$ cat src/rtl/imm_gen_stage.sv
//------------------------------------------------------------------------------
// Module  : imm_gen_stage
// Purpose : Registered RV immediate-generation stage with a 2-entry skid buffer.
//           Optional CSR uimm decode is enabled by defining IMMGEN_ZICSR_EN.
// Revision: 1.0  initial release
//------------------------------------------------------------------------------
`default_nettype none

module imm_gen_stage #(
    parameter int XLEN       = 32,
    parameter bit PASS_INSTR = 1'b1
) (
    input  logic            i_clk,
    input  logic            i_rst_n,
    input  logic            i_flush,
    input  logic            i_valid,
    output logic            o_ready,
    input  logic [31:0]     i_instr,
    output logic            o_valid,
    input  logic            i_ready,
    output logic [XLEN-1:0] o_imm,
    output logic [2:0]      o_imm_type,
    output logic [31:0]     o_instr
);

    localparam logic [2:0] TYPE_I = 3'd0;
    localparam logic [2:0] TYPE_S = 3'd1;
    localparam logic [2:0] TYPE_B = 3'd2;
    localparam logic [2:0] TYPE_U = 3'd3;
    localparam logic [2:0] TYPE_J = 3'd4;
`ifdef IMMGEN_ZICSR_EN
    localparam logic [2:0] TYPE_Z = 3'd5;
`endif

    typedef enum logic [1:0] {
        ST_EMPTY = 2'd0,
        ST_ONE   = 2'd1,
        ST_FULL  = 2'd2
    } state_t;

    state_t state_q, state_d;
    logic   ready_q;

    logic [31:0]     w_imm32;
    logic [63:0]     w_imm64;
    logic [XLEN-1:0] w_imm;
    logic [2:0]      w_type;

    logic [XLEN-1:0] out_imm_q, skd_imm_q;
    logic [2:0]      out_type_q, skd_type_q;

    logic w_accept, w_release;
    logic w_ld_out_new, w_ld_out_skd, w_clr_out, w_ld_skd, w_clr_skd;

    // Decode as a 32-bit value; bit 31 is the sign for every format.
    always_comb begin
        w_imm32 = {{20{i_instr[31]}}, i_instr[31:20]};
        w_type  = TYPE_I;
        case (i_instr[6:0])
            7'b0110111, 7'b0010111: begin
                w_imm32 = {i_instr[31:12], 12'b0};
                w_type  = TYPE_U;
            end
            7'b0100011: begin
                w_imm32 = {{20{i_instr[31]}}, i_instr[31:25], i_instr[11:7]};
                w_type  = TYPE_S;
            end
            7'b1100011: begin
                w_imm32 = {{20{i_instr[31]}}, i_instr[7], i_instr[30:25],
                           i_instr[11:8], 1'b0};
                w_type  = TYPE_B;
            end
            7'b1101111: begin
                w_imm32 = {{12{i_instr[31]}}, i_instr[19:12], i_instr[20],
                           i_instr[30:21], 1'b0};
                w_type  = TYPE_J;
            end
`ifdef IMMGEN_ZICSR_EN
            7'b1110011: begin
                if (i_instr[14]) begin
                    w_imm32 = {27'b0, i_instr[19:15]};
                    w_type  = TYPE_Z;
                end
            end
`endif
            default: ;
        endcase
    end

    assign w_imm64 = {{32{w_imm32[31]}}, w_imm32};
    assign w_imm   = w_imm64[XLEN-1:0];

    assign o_valid   = (state_q != ST_EMPTY);
    assign o_ready   = ready_q;
    assign w_accept  = i_valid & ready_q;
    assign w_release = o_valid & i_ready;

    always_ff @(posedge i_clk or negedge i_rst_n) begin
        if (!i_rst_n) begin
            state_q <= ST_EMPTY;
            ready_q <= 1'b1;
        end else begin
            state_q <= state_d;
            ready_q <= (state_d != ST_FULL);
        end
    end

    always_comb begin
        state_d      = state_q;
        w_ld_out_new = 1'b0;
        w_ld_out_skd = 1'b0;
        w_clr_out    = 1'b0;
        w_ld_skd     = 1'b0;
        w_clr_skd    = 1'b0;
        if (i_flush) begin
            state_d   = ST_EMPTY;
            w_clr_out = 1'b1;
            w_clr_skd = 1'b1;
        end else begin
            case (state_q)
                ST_EMPTY: begin
                    if (w_accept) begin
                        state_d      = ST_ONE;
                        w_ld_out_new = 1'b1;
                    end
                end
                ST_ONE: begin
                    if (w_accept && w_release) begin
                        w_ld_out_new = 1'b1;
                    end else if (w_accept) begin
                        state_d  = ST_FULL;
                        w_ld_skd = 1'b1;
                    end else if (w_release) begin
                        state_d   = ST_EMPTY;
                        w_clr_out = 1'b1;
                    end
                end
                ST_FULL: begin
                    if (w_release) begin
                        state_d      = ST_ONE;
                        w_ld_out_skd = 1'b1;
                        w_clr_skd    = 1'b1;
                    end
                end
                default: begin
                    state_d   = ST_EMPTY;
                    w_clr_out = 1'b1;
                    w_clr_skd = 1'b1;
                end
            endcase
        end
    end

    always_ff @(posedge i_clk or negedge i_rst_n) begin
        if (!i_rst_n) begin
            out_imm_q  <= '0;
            out_type_q <= '0;
            skd_imm_q  <= '0;
            skd_type_q <= '0;
        end else begin
            if (w_clr_out) begin
                out_imm_q  <= '0;
                out_type_q <= '0;
            end else if (w_ld_out_new) begin
                out_imm_q  <= w_imm;
                out_type_q <= w_type;
            end else if (w_ld_out_skd) begin
                out_imm_q  <= skd_imm_q;
                out_type_q <= skd_type_q;
            end
            if (w_clr_skd) begin
                skd_imm_q  <= '0;
                skd_type_q <= '0;
            end else if (w_ld_skd) begin
                skd_imm_q  <= w_imm;
                skd_type_q <= w_type;
            end
        end
    end

    assign o_imm      = out_imm_q;
    assign o_imm_type = out_type_q;

    generate
        if (PASS_INSTR) begin : g_pass_instr
            logic [31:0] out_instr_q, skd_instr_q;

            always_ff @(posedge i_clk or negedge i_rst_n) begin
                if (!i_rst_n) begin
                    out_instr_q <= '0;
                    skd_instr_q <= '0;
                end else begin
                    if (w_clr_out)         out_instr_q <= '0;
                    else if (w_ld_out_new) out_instr_q <= i_instr;
                    else if (w_ld_out_skd) out_instr_q <= skd_instr_q;
                    if (w_clr_skd)         skd_instr_q <= '0;
                    else if (w_ld_skd)     skd_instr_q <= i_instr;
                end
            end

            assign o_instr = out_instr_q;
        end else begin : g_no_instr
            assign o_instr = '0;
        end
    endgenerate

endmodule

`default_nettype wire
$ cat config.mk
export PLATFORM = sky130hd
export DESIGN_NAME = imm_gen_stage
export DESIGN_NICKNAME = d
export VERILOG_FILES = /design/src/rtl/imm_gen_stage.sv
export SDC_FILE = /design/constraint.sdc
export NUM_CORES = 1
export LEC_CHECK = 0
export ABC_AREA = 1
export CORE_MARGIN = 5
export CORE_UTILIZATION = 55
export DETAILED_ROUTE_END_ITERATION = 6
export DONT_BUFFER_PORTS = 1
export PLACE_DENSITY = 0.7
export SLEW_MARGIN = 25
export SYNTH_ARGS = -nofsm -noshare
export SYNTH_HDL_FRONTEND = slang
export SYNTH_SLANG_ARGS = --single-unit
$ cat constraint.sdc
create_clock -name i_clk -period 3.67 [get_ports i_clk]
set_input_delay 0.1835 -clock i_clk [delete_from_list [all_inputs] [get_ports i_clk]]
set_output_delay 0.1835 -clock i_clk [all_outputs]
set_load 0.02 [all_outputs]
==> impl_metrics.py, run 1 <==
metrics = {
    "clocking": {
        "cts_sinks": 135,
        "cts.clk_slew.worst_paths_ps": 60,
        "cts_buffers": 17,
        "clock_path_buffers": 2,
        "htreeDepth": 4,
        "post_cts_resized": 0,
        "cts_tree": "yes",
        "root_buffer": "clkbuf_16",
        "clk_latency_ps": 420,
    },
    "die": {
        "coreArea_um2": 11370,
        "initial_core_util": 0.5576,
        "fp.dieH_um": 117.4,
        "die_area_um2": 13770,
        "die_w_um": 117.4,
        "io_pins": 106,
        "rows": 39,
    },
    "logic_synthesis": {
        "async_flop_share": 1.000,
        "synth_top_family_by_area": "simple AND/OR/NAND/NOR gates",
        "synth_edf_count": 0,
        "yosys_warnings": 0,
        "synth_top_area_frac": 0.5289,
        "synth-compound-area-share": 0.1593,
        "syn-mean-instance-area_um2": 7.955,
        "synth-seq-cells": 135,
        "seq_area_frac_synth": 0.5331,
        "synth_cell_types": 27,
        "synth_top_flop_cell": "dfrtp_1",
        "synthesis.area_um2": 6340,
        "yosys.area.top_type": "dfrtp_1",
        "synth.most_common_cell": "nand2_1",
        "synth_nets": 834,
        "synthTopCellsByCount": "nand2_1 (265), dfrtp_1 (134), o21ai_0 (106), inv_1 (98), nand3_1 (39)",
        "synth.area.mux_share": 0,
        "postSynthCellCount": 797,
        "synthAdderAreaFrac": 0,
        "yosys.area_share.simple": 0.2100,
        "synth.top_cells.by_area": "dfrtp_1 (53%), nand2_1 (16%), o21ai_0 (8.4%)",
        "synthXorXnorAreaFrac": 0.001381,
    },
    "finish": {
        "drive_above_1_share": 0.05847,
        "diodes": 0,
        "n_fill_cell": 946,
        "nNetsFinal": 846,
        "synthToLayoutAreaGrowth_pct": 15.37,
    },
    "sta": {
        "period_minus_slack_ps": 2424,
        "fmax_ghz": 0.4126,
        "fin_hold_ws_ps": 12.01,
        "fin_skew_ps": 6.271,
        "tightest_slew_ps": 771.0,
        "setup_tns_ps": 0,
        "setup_viol": 0,
        "rsz0062_at_grt": "no",
        "fin_crit_sh": 0.6604,
        "drv_slew": 0,
        "hold_viol": 0,
        "slew-limit-headroom": 0.4841,
    },
    "critical_path": {
        "r2r_cells": 8,
        "arrival_ps": 2700,
        "crit_path_start_kind": "primary input",
        "cp_max_fo": 22,
        "reg2reg_from": "state_q[1]$_DFF_PN0_",
        "startpoint": "i_instr[0]",
        "cp-end-kind": "flip-flop",
        "required_ps": 3940,
        "criticalPathCategory": "primary input to flip-flop",
    },
    "pwr": {
        "total_power_mw": 3.839,
        "peakVddDrop_uv": 338.1,
        "p_per_area_nw_per_um2": 524.8,
        "p_leak_nw": 3.561,
    },
    "global_route": {
        "grt_max_degree": 136,
        "grt_pass1_vias": 5637,
        "grt_overflow_total": 0,
        "track_usage": 0.2485,
        "grt_pass1_wl_um": 28030,
        "antenna_found_initial": 0,
    },
    "outcome": {
        "status": "complete, no violations",
    },
    "place": {
        "gp_congestion": 0.8814,
        "numPortBuffers": 0,
        "dpl.hpwl_um": 10850,
    },
    "job": {
        "cap_violations": 0,
    },
    "routing": {
        "ant_nets": 0,
        "first_pass_iters": 5,
        "drc": 0,
        "viasPerCell": 5.682,
        "wl_per_cell_um": 17.59,
        "first_iter_violations": 500,
        "num_vias": 5477,
        "drt-total-wl_um": 16960,
    },
    "worst_hold_path": {
        "holdPathStages": 2,
        "hold_start": "i_instr[16]",
        "hold_class": "primary input to flip-flop",
    },
}
-- where the power goes --
part           leakage [nW]  internal, mW  total (mW)  switching (mW)
Clock                 0.299          1.11        1.72           0.612
Sequential             1.83          1.58        1.75           0.166
Combinational          1.43         0.116       0.364           0.248
Total                  3.56          2.81        3.84            1.03
-- worst max-delay path, stage by stage --
cell     delay, ps
nand2_1        110
nor2_1         630
nand2_1        460
nand3_1        680
nand2_1        230
nand2_1        140
o21ai_0        100
nand2_1         80
o21ai_0         90
-- final timing paths --
kind,end,slack [ps]
hold reg to reg,skd_type_q[0]$_DFFE_PN0P_,490
max in group asynchronous,skd_imm_q[26]$_DFFE_PN0P_,2720
setup / recovery,skd_imm_q[4]$_DFFE_PN0P_,1250
hold / removal,o_instr[16]$_DFFE_PN0P_,10
setup reg to reg,o_instr[13]$_DFFE_PN0P_,1280
min in group asynchronous,o_imm[8]$_DFFE_PN0P_,370
-- routing by layer --
metal  up-vias  track usage  part of all wire
li1       2588            -                 -
met1      2632       0.3043              0.40
met2       227       0.4197              0.50
met3        30      0.06930             0.083
met4         0      0.08992             0.020
met5         -            0                 0
-- registers in the layout (all words and copies together), names as in the netlist --
signal,count
skd_imm_q,31
g_pass_instr.skd_instr_q,32
o_imm,31
o_instr,32
state_q,2
skd_type_q,3
o_ready,1
o_imm_type,3
-- layout make-up --
class,count,area [um^2],area share
Sequential cell,135,3379,0.4620
Clock inverter,9,123.9,0.01693
Tap cell,143,178.9,0.02446
Inverter,100,375.4,0.05132
Clock buffer,22,474.2,0.06483
Timing Repair Buffer,41,412.9,0.05645
Multi-Input combinational cell,514,2370,0.3240
-- layout by cell type, fill, tap and decap left out, types with 5 or more instances in the layout --
cell and n:
clkinv_2 5, inv_1 98, a22oi_1 7, o21bai_1 6, nand3_1 38, o31ai_1 6
o22ai_1 37, buf_4 6, nand2_1 265, nor2_1 17, dfrtp_1 134, o21ai_1 12
dlygate4sd3_1 34, o21ai_0 106, clkbuf_16 17
-- stage by stage --
stage | instances | util | worst slack (ps) | area [um^2]
2_1_floorplan | 797 | - | 2006 | 6340
4_1_cts | 964 | 0.6433 | 1293 | 7315
3_5_place_dp | 898 | 0.5584 | 883.9 | 6349
3_3_place_gp | 898 | 0.5584 | 1062 | 6349
6_report | 964 | 0.6433 | 1246 | 7315
5_1_grt | 964 | 0.6433 | 946.5 | 7315
-- cells by family (layout without fill, tap and decap cells) --
group / after synthesis / count (layout)
buf+inv: 148 / 172
xor+xnor: 1 / 1
flops: 135 / 135
simple gates: 332 / 332
compound gates: 181 / 181
-- what timing repair did --
action                    in CTS  in global routing
hold buffers                  35                  0
hold endpoints to repair     186                  0
setup buffers                  0                  0
Note: power is estimated with default switching activity, not from simulation.
==> run 2, diff against run 1 <==
--- a/config.mk
+++ b/config.mk
@@ -5,12 +5,12 @@
 export SDC_FILE = /design/constraint.sdc
 export NUM_CORES = 1
 export LEC_CHECK = 0
-export ABC_AREA = 1
+export ABC_AREA = 0
 export CORE_MARGIN = 5
 export CORE_UTILIZATION = 55
 export DETAILED_ROUTE_END_ITERATION = 6
 export DONT_BUFFER_PORTS = 1
-export PLACE_DENSITY = 0.7
+export PLACE_DENSITY = 0.73
 export SLEW_MARGIN = 25
 export SYNTH_ARGS = -nofsm -noshare
 export SYNTH_HDL_FRONTEND = slang
==> constraint.sdc (replaced) <==
create_clock -name i_clk -period 2.1 [get_ports i_clk]
set_input_delay 0.105 -clock i_clk [delete_from_list [all_inputs] [get_ports i_clk]]
set_output_delay 0.105 -clock i_clk [all_outputs]
set_load 0.02 [all_outputs]
==> impl_metrics.py, run 2 <==
metrics = {
    "sta": {
        "tightest_slew_ps": 664.8,
        "fin_crit_sh": 0.9376,
        "drv_slew": 0,
        "fin_skew_ps": 8.495,
        "period_minus_slack_ps": 1969,
        "slew-limit-headroom": 0.5558,
        "setup_viol": 0,
        "hold_viol": 135,
        "fmax_ghz": 0.5079,
        "fin_hold_ws_ps": -722.2,
        "rsz0062_at_grt": "no",
    },
    "logic_synthesis": {
        "synth_cell_types": 42,
        "postSynthCellCount": 539,
        "syn-mean-instance-area_um2": 10.75,
        "synthTopCellsByCount": "dfrtp_1 (134), nand2_1 (81), o21ai_0 (80), a21oi_1 (43), a22o_1 (37)",
        "synth_top_flop_cell": "dfrtp_1",
        "synth_edf_count": 0,
        "synth-seq-cells": 135,
        "seq_area_frac_synth": 0.5834,
        "async_flop_share": 1.000,
        "synth.most_common_cell": "dfrtp_1",
        "synth_top_area_frac": 0.5788,
        "yosys_warnings": 0,
        "synthesis.area_um2": 5793,
        "yosys.area.top_type": "dfrtp_1",
        "synth_nets": 576,
        "synth.top_cells.by_area": "dfrtp_1 (58%), o21ai_0 (6.9%), mux2i_1 (5.7%)",
    },
    "critical_path": {
        "path_cells": "nand3b_1 > nor3_2 > buf_12 > o31ai_4 > a21oi_1 > o21ai_1",
        "arrival_ps": 2370,
        "critPathMaxStageDelay_ps": 530,
        "criticalPathCategory": "flip-flop to flip-flop",
        "ff2ff_setup_slack_ps": 130,
        "cp_max_fo": 45,
        "cpMaxStageDelayCell": "dfstp_2",
        "cp-end-kind": "flip-flop",
        "required_ps": 2500,
        "crit_path_start_kind": "flip-flop",
    },
    "clocking": {
        "cts.clk_slew.worst_paths_ps": 60,
        "hold_buffers": 35,
        "cts_tree": "yes",
        "clk_latency_ps": 520,
        "cts_buffers": 17,
        "clock_path_buffers": 2,
        "root_buffer": "clkbuf_8",
        "htreeDepth": 4,
        "cts_sinks": 135,
    },
    "finish": {
        "synthToLayoutAreaGrowth_pct": 19.89,
        "mostFrequentLayoutCells": "dfrtp_1 (134), nand2_1 (81), o21ai_0 (79)",
        "nNetsFinal": 604,
        "fin_area_um2": 6945,
        "drive_above_1_share": 0.1140,
        "final_common_cell": "dfrtp_1",
        "diodes": 0,
    },
    "pwr": {
        "p_sw_mw": 1.523,
        "p_leak_nw": 3.074,
        "p_per_area_nw_per_um2": 932.2,
        "p_int_mw": 4.951,
        "total_power_mw": 6.474,
        "clkPwrFrac": 0.486,
        "peakVddDrop_uv": 574.8,
        "power_frac_comb": 0.074,
        "swShare": 0.2352,
        "seq_power_share": 0.440,
    },
    "die": {
        "io_pins": 106,
        "coreArea_um2": 10280,
        "die_w_um": 112.6,
        "initial_core_util": 0.5637,
        "rows": 37,
        "fp.dieH_um": 112.6,
        "die_area_um2": 12690,
    },
    "place": {
        "gp_congestion": 0.8154,
        "numPortBuffers": 0,
        "place_area_um2": 5942,
        "dpl.hpwl_um": 9238,
    },
    "global_route": {
        "grt_overflow_total": 0,
        "grt_max_degree": 136,
        "track_usage": 0.2501,
        "grt_pass1_vias": 4634,
        "antenna_found_initial": 0,
        "grt_pass1_wl_um": 24940,
    },
    "worst_hold_path": {
        "hold_class": "primary input to async pin",
    },
    "routing": {
        "drt-total-wl_um": 15060,
        "viasPerCell": 6.192,
        "drc": 0,
        "wl_per_cell_um": 21.06,
        "first_iter_violations": 390,
        "ant_nets": 0,
        "num_vias": 4427,
        "first_pass_iters": 5,
    },
    "outcome": {
        "status": "finished with violations",
        "violations": "hold timing",
    },
    "job": {
        "cap_violations": 0,
    },
}
[run 2: changes by cell type in the layout (fill, tap and decap cells not counted), moves of 33 or more]
cell     change
a21oi_1     +39
a22o_1      +37
inv_1       -94
mux2i_1     +33
nand2_1    -184
nand3_1     -36
o22ai_1     -37
[run 2: kinds of logic (layout without fill, tap and decap cells)]
group,Yosys count,count (layout),share of synthesized area
AO/OA/AOI/OAI,210,210,0.2264
XOR/XNOR,1,1,0.001512
buffers and inverters,45,85,0.04017
flip-flops,135,135,0.5834
multiplexers,33,33,0.05702
AND/OR/NAND/NOR,115,115,0.09158
[run 2: repair_timing]
item	in CTS	in global routing
endpoints found under the hold margin	268	135
endpoints found under the setup margin	12	15
gates resized for setup	1	6
buffers inserted	0	0
[run 2: final timing paths]
| path | from | to | cells past startpoint |
|---|---|---|---|
| max in group asynchronous | i_rst_n | o_ready$_DFF_PN1_ | 0 |
| setup reg to reg | o_ready$_DFF_PN1_ | o_imm[19]$_DFFE_PN0P_ | 6 |
| hold reg to reg | skd_imm_q[30]$_DFFE_PN0P_ | skd_imm_q[30]$_DFFE_PN0P_ | 2 |
| setup / recovery | o_ready$_DFF_PN1_ | o_imm[19]$_DFFE_PN0P_ | 6 |
| hold / removal | i_rst_n | g_pass_instr.skd_instr_q[10]$_DFFE_PN0P_ | 0 |
| min in group i_clk | i_flush | o_imm[3]$_DFFE_PN0P_ | 3 |
[run 2: per-layer routing]
layer | vias up | GRT usage | part of all wire
li1 | 2003 | - | -
met1 | 2218 | 0.3109 | 0.41
met2 | 168 | 0.4021 | 0.49
met3 | 38 | 0.08464 | 0.076
met4 | 0 | 0.1018 | 0.030
met5 | - | 0 | 0
[run 2: worst max-delay path, delay by kind of cell, from the launching register on]
| family | cells | cell delay, ps |
|---|---|---|
| flip-flops | 1 | 530 |
| buffers and inverters | 1 | 340 |
| AO/OA/AOI/OAI | 3 | 460 |
| AND/OR/NAND/NOR | 2 | 500 |
[run 2: cell type report]
class	count	area, um^2
Sequential cell	135	3379
Fill cell	784	3332
Multi-Input combinational cell	359	2223
Timing Repair Buffer	50	525.5
Clock buffer	18	427.9
Clock inverter	13	203.9
Tap cell	136	170.2
Inverter	4	15.01
[run 2: power groups by stage]
stage | clock network (mW) | registers, mW | logic (mW)
6_report | 3.15 | 2.85 | 0.480
3_3_place_gp | 0 | 2.89 | 0.365
2_1_floorplan | 0 | 2.87 | 0.289
5_1_grt | 3.35 | 2.86 | 0.523
3_5_place_dp | 0 | 2.89 | 0.376
4_1_cts | 3.19 | 2.85 | 0.470
[run 2: metrics by stage]
step / util / std cells / TNS [ps] / hold slack (ps) / worst slack [ps]
final: 0.6758 / 715 / 0 / -722.2 / 131.0
after global routing: 0.6758 / 715 / 0 / -753.7 / 41.27
after CTS: 0.6741 / 715 / 0 / -740.6 / 30.15
after detailed placement: 0.5782 / 649 / -605.5 / -185.6 / -98.76
after global placement: 0.5777 / 649 / 0 / -185.6 / 80.14
after floorplan: - / 539 / 0 / -190.6 / 406.7
